`config.mk`:
```
export PLATFORM = sky130hd
export DESIGN_NAME = prio_encoder_irq
export DESIGN_NICKNAME = d
export VERILOG_FILES = /design/src/rtl/prio_encoder_irq.sv
export SDC_FILE = /design/constraint.sdc
export NUM_CORES = 1
export LEC_CHECK = 0
export CAP_MARGIN = 5
export CORE_ASPECT_RATIO = 0.9
export CORE_UTILIZATION = 46
export CTS_CLUSTER_SIZE = 14
export DETAILED_ROUTE_END_ITERATION = 12
export PLACE_DENSITY = 0.8
export REMOVE_ABC_BUFFERS = 1
export SLEW_MARGIN = 20
export SYNTH_ARGS = -nofsm -noshare
export SYNTH_HDL_FRONTEND = slang
export SYNTH_SLANG_ARGS = --single-unit
```
`constraint.sdc`:
```
create_clock -name CLK -period 4.7 [get_ports CLK]
set_input_delay 0.705 -clock CLK [delete_from_list [all_inputs] [get_ports CLK]]
set_output_delay 0.705 -clock CLK [all_outputs]
set_load 0.05 [all_outputs]
```
`src/rtl/prio_encoder_irq.sv`:
```
// Clocked 2^W-line active-low priority encoder with level/edge pending capture,
// per-line mask, valid/ack handshake on the held code and 74LS148-style status.
module prio_encoder_irq #(
  parameter int W    = 3,
  parameter bit EDGE = 1'b0
) (
  input  logic              CLK,
  input  logic              RST_,
  input  logic              S_,
  input  logic [(1<<W)-1:0] I_,
  input  logic [(1<<W)-1:0] MASK,
  input  logic              ACK,
  output logic [W-1:0]      Y_,
  output logic              VLD,
  output logic              Ys_,
  output logic              Yex_
);

  // state | meaning
  // IDLE  | no code offered; arbitrate effective requests each cycle
  // HOLD  | code latched on Y_ with VLD high until ACK or abort (S_ = 1)
  typedef enum logic {IDLE, HOLD} state_t;

  localparam int N = 1 << W;

  state_t         state;
  logic [N-1:0]   i_q, i_q2, p, p_next, r, clr;
  logic [W-1:0]   sel, y_q;
  logic           any, vld_q, ys_q, yex_q;

  always_comb begin
    r   = p & ~MASK;
    any = |r;
    sel = '0;
    for (int j = 0; j < N; j++) begin
      if (r[j]) sel = j[W-1:0];
    end
    // Retire only the line whose code is being acknowledged; abort leaves P alone.
    clr = '0;
    if (state == HOLD && ACK && !S_) clr[~y_q] = 1'b1;
    // A new falling edge in the same cycle as the clear keeps the line pending.
    if (EDGE) p_next = (p & ~clr) | (i_q2 & ~i_q);
    else      p_next = ~i_q;
  end

  always_ff @(posedge CLK) begin
    if (!RST_) begin
      i_q   <= '1;
      i_q2  <= '1;
      p     <= '0;
      y_q   <= '1;
      vld_q <= 1'b0;
      ys_q  <= 1'b1;
      yex_q <= 1'b1;
      state <= IDLE;
    end else begin
      i_q   <= I_;
      i_q2  <= i_q;
      p     <= p_next;
      ys_q  <= S_ | any;
      yex_q <= S_ | ~any;
      case (state)
        IDLE: begin
          if (!S_ && any) begin
            y_q   <= ~sel;
            vld_q <= 1'b1;
            state <= HOLD;
          end else begin
            vld_q <= 1'b0;
          end
        end
        HOLD: begin
          if (S_ || ACK) begin
            vld_q <= 1'b0;
            state <= IDLE;
          end
        end
        default: begin
          vld_q <= 1'b0;
          state <= IDLE;
        end
      endcase
    end
  end

  assign Y_   = y_q;
  assign VLD  = vld_q;
  assign Ys_  = ys_q;
  assign Yex_ = yex_q;

endmodule

```
# Word level (Yosys, flattened, before mapping)
# Index checks and enable logic that the tools add are counted.
[op_classes] multipliers=0 mux=12 div_mod_pow=0 n_bitwise=8 n_eq_ne=1 n_reduce_logical=5 addsub=0 magnitude_cmp=0 shift=0
[op_table] cell="8-bit NOT" count=2
[op_table] cell="3-bit two-way mux" count=4
[op_table] cell="8-bit bitwise AND" count=1
[op_table] cell="8-bit OR reduction" count=1
[op_table] cell="1-bit two-way mux" count=4
[op_table] cell="2-bit two-way mux" count=2
[op_table] cell="1-bit case mux with 2 select lines" count=2
[op_table] cell="3-bit NOT" count=1
[op_table] cell="2-bit by 1-bit != test with 1-bit output (second input constant)" count=1
[op_table] cell="1-bit NOT" count=2
[op_table] cell="1-bit OR" count=2
[op_table] cell="2-bit AND reduction" count=1
[op_table] cell="1-bit logical AND" count=1
[op_table] cell="1-bit logical NOT" count=1
[op_table] cell="1-bit logical OR" count=1
[word_totals] wordCells=33 input_bits=20 regBits=23 ram_bits=0 out_inout_bits=6 latch_bits=0 mem_bits_ro=0 n_memories=0

# Longest topological paths before layout
[depth] word_depth=10 ltp_mapped=5 ltp_nobuf=4

# Least setup slack after synthesis
# OpenSTA, ideal clock, no wires.
[synth_path] kind="input to register" startpoint="input MASK[4]" endpoint="register ys_q, in the netlist Ys_" setup_time_ps=127 arrival_time_ps=1904 slack_ps=2669 path_buffers=1 path_stages=5 path_cell_list="nor2b_1 -> or4_1 -> buf_2 -> or2_1 -> or3_1"
[synth_via] elab_chain_cells=4
[synth_rtl] item="start: declaration" line_no="11" rtl="input logic [(1<<W)-1:0] MASK,"
[synth_rtl] item="8-bit NOT" line_no="32" rtl="r = p & ~MASK;"
[synth_rtl] item="8-bit bitwise AND" line_no="32"
[synth_rtl] item="8-bit OR reduction" line_no="33" rtl="any = |r;"
[synth_rtl] item="1-bit OR" line_no="60" rtl="ys_q <= S_ | any;"
[synth_rtl] item="end signal: assignment" line_no="60"
[synth_rtl] item="end: declaration" line_no="29" rtl="logic any, vld_q, ys_q, yex_q;"
# No other way between the ends.
# A chain may end at the register's enable or synchronous reset.

# Worst setup path after layout
[layout_path] startpoint="input MASK[5]" endpoint="register ys_q, in the netlist Ys_"
# The elaborated chain is that of the path after synthesis.

==> metrics <==
Setup CP Type=input port to flop; initial DRC count=13; routed via count=624; R2R setup slack=2.94 ns; first-pass GRT wire length=2020 um; Pwr Density=322 nW/um^2; layout cell share with drive strength beyond 1=0.0481; dpl hpwl=981 um; CP arrival=2.48 ns; share of the synthesized area in the top cell type=0.581; #FFs+latches synth=23; Clock Path Buffers=2; reg-to-reg endpoint=Ys_; commonest non-fill, non-tap cell in the layout=clkdlybuf4s50_1; Max-slew headroom=0.668; Synth area leaders=dfxtp_1 58%, nand2b_1 9.5%, nor2_1 5.7%; vias in the first global route=524; clock root buffer=clkbuf_4; Peak Freq=439 MHz; HP Class=flop to flop; Reg clk slew, reported paths=0.12 ns; Final Hold Viols=0; final clock skew=0.00154 ns; Starting Density=0.518; Num CTS Buffers=3; vias per std cell=4.95; nets=125; leakage=0.421 nW; CP Max Fanout=6; setup TNS=0 ns; Final ANT Viol Nets=0; Hold Crit Start=i_q[5]; antenna cells=0; row count=13; Final Wtd Congestion=0.796; status=complete, no violations; worst slew pin tran=0.497 ns; Layout area overhead=37.0%; RR Startpoint=p[5]; area leader, netlist=dfxtp_1; Die X=45.7 um; count of different cell masters after synthesis=27; Req. time, crit path=4.90 ns; Slew Limit Fails=0; unrepaired setup endpoints after global routing=no; Pre-Repair DR Iteration Count=4; Core Area=1530 um^2; Final Setup Violations=0; total clock sinks=23; sequential area share after synthesis=0.581; Buffers on Ports=25; Worst Hold End=p[5]; fin crit period=2.28 ns; Final WS setup=2.42 ns; crit path capture type=flop; WL per Instance=10.2 um; dpl ws=2.10 ns; Gate Count Post-Synth=78; most frequent cells in the layout=25 x clkdlybuf4s50_1, 23 x dfxtp_1, 12 x nor2_1, 12 x nand2b_1, 4 x nor2b_1; Mean Syn Cell Area=10.2 um^2; # DRC=0; max-cap violation count=0; worst-skew pair later-pin latency=0.31 ns; initial antenna violation count=0; CTS H-tree lvls=1; postcts setup bufs=0; VDD IR max=0.238 mV; Post-Route WL=1290 um; gr usage total=0.167; total global routing overflow=0; CTS tree=done; post-CTS sizing=0; die area=1890 um^2; WHS Path Cells=1; hold-fix buffers at CTS=0; I/O pin count=26; FF-to-FF path depth=4; Die Y=41.4 um; Final period util=0.484; largest net degree at the start of global routing=15; crit start category=input port; Synthesis Warnings=0; synthesized cell area=792 um^2
-- per-layer routing --
layer,up-vias,GRT usage,part of all wire
li1,314,-,-
met1,287,0.169,0.42
met2,21,0.289,0.50
met3,2,0.0690,0.062
met4,0,0.110,0.0093
met5,-,0,0
-- synth_stat cells --
master,count
o311a_1,1
mux2i_1,1
o2111ai_1,1
a41oi_1,1
nor2b_1,4
or4_1,1
o41ai_1,1
a211oi_1,1
o21ai_1,1
o31a_1,1
a21boi_0,1
clkbuf_1,2
nand2b_1,12
a21boi_1,1
buf_2,1
a21oi_1,1
nor2b_4,1
nand2_1,2
or2_1,1
nor2_1,12
nand3b_1,1
o21bai_1,1
or3_1,2
a32oi_1,1
inv_1,2
dfxtp_1,23
o31ai_1,1
-- critical path: stages --
cell,delay [ns]
clkdlybuf4s50_1,0.50
nor2b_4,0.06
or4_1,0.62
or2_1,0.30
or3_1,0.30
-- flip-flops by register name, indices dropped and copies added (netlist names) --
register	cells
p	8
Yex_	1
state	1
i_q	8
Ys_	1
VLD	1
Y_	3
-- per-stage QoR --
stage | instances | cell area, um^2 | utilization | hold WS, ns | total power [W]
final | 126 | 1080 | 0.709 | 0.389 | 0.000349
after global routing | 126 | 1080 | 0.709 | 0.401 | 0.000367
after CTS | 126 | 1080 | 0.709 | 0.390 | 0.000351
after detailed placement | 122 | 1060 | 0.691 | 0.371 | 0.000266
after global placement | 122 | 1060 | 0.691 | 0.366 | 0.000265
after floorplan | 75 | 779 | - | 0.363 | 0.000240
-- where the power goes --
| part | internal (W) | switching (W) | leakage, nW |
|---|---|---|---|
| clock network | 0.0000318 | 0.0000555 | 0.0177 |
| registers | 0.000205 | 0.00000359 | 0.190 |
| logic | 0.0000280 | 0.0000255 | 0.213 |
-- cell type report --
class | count | area (um^2)
well taps | 22 | 27.5
multi-input cells | 50 | 312
clock inverters | 1 | 5.00
inverters | 2 | 7.51
fillers | 136 | 444
clock buffers | 3 | 22.5
repair buffers | 25 | 250
flip-flops and latches | 23 | 460
-- cell families after synthesis --
kind of cell / after synthesis / share of synthesized area
muxes: 1 / 0.0126
buffers and inverters: 5 / 0.0253
and+or+nand+nor: 36 / 0.253
AOI/OAI and AO/OA: 13 / 0.128
DFF: 23 / 0.581
-- worst max-delay path by stage --
stage	slack, ns	start	cells after the start	endpoint
after detailed placement	2.10	MASK[5]	5	Ys_
after CTS	2.44	MASK[5]	5	Ys_
final	2.42	MASK[5]	5	Ys_
after global placement	2.12	MASK[5]	5	Ys_
after global routing	2.40	MASK[5]	5	Ys_
after floorplan	2.69	MASK[4]	4	Ys_
(Power assumes the default switching activity.)
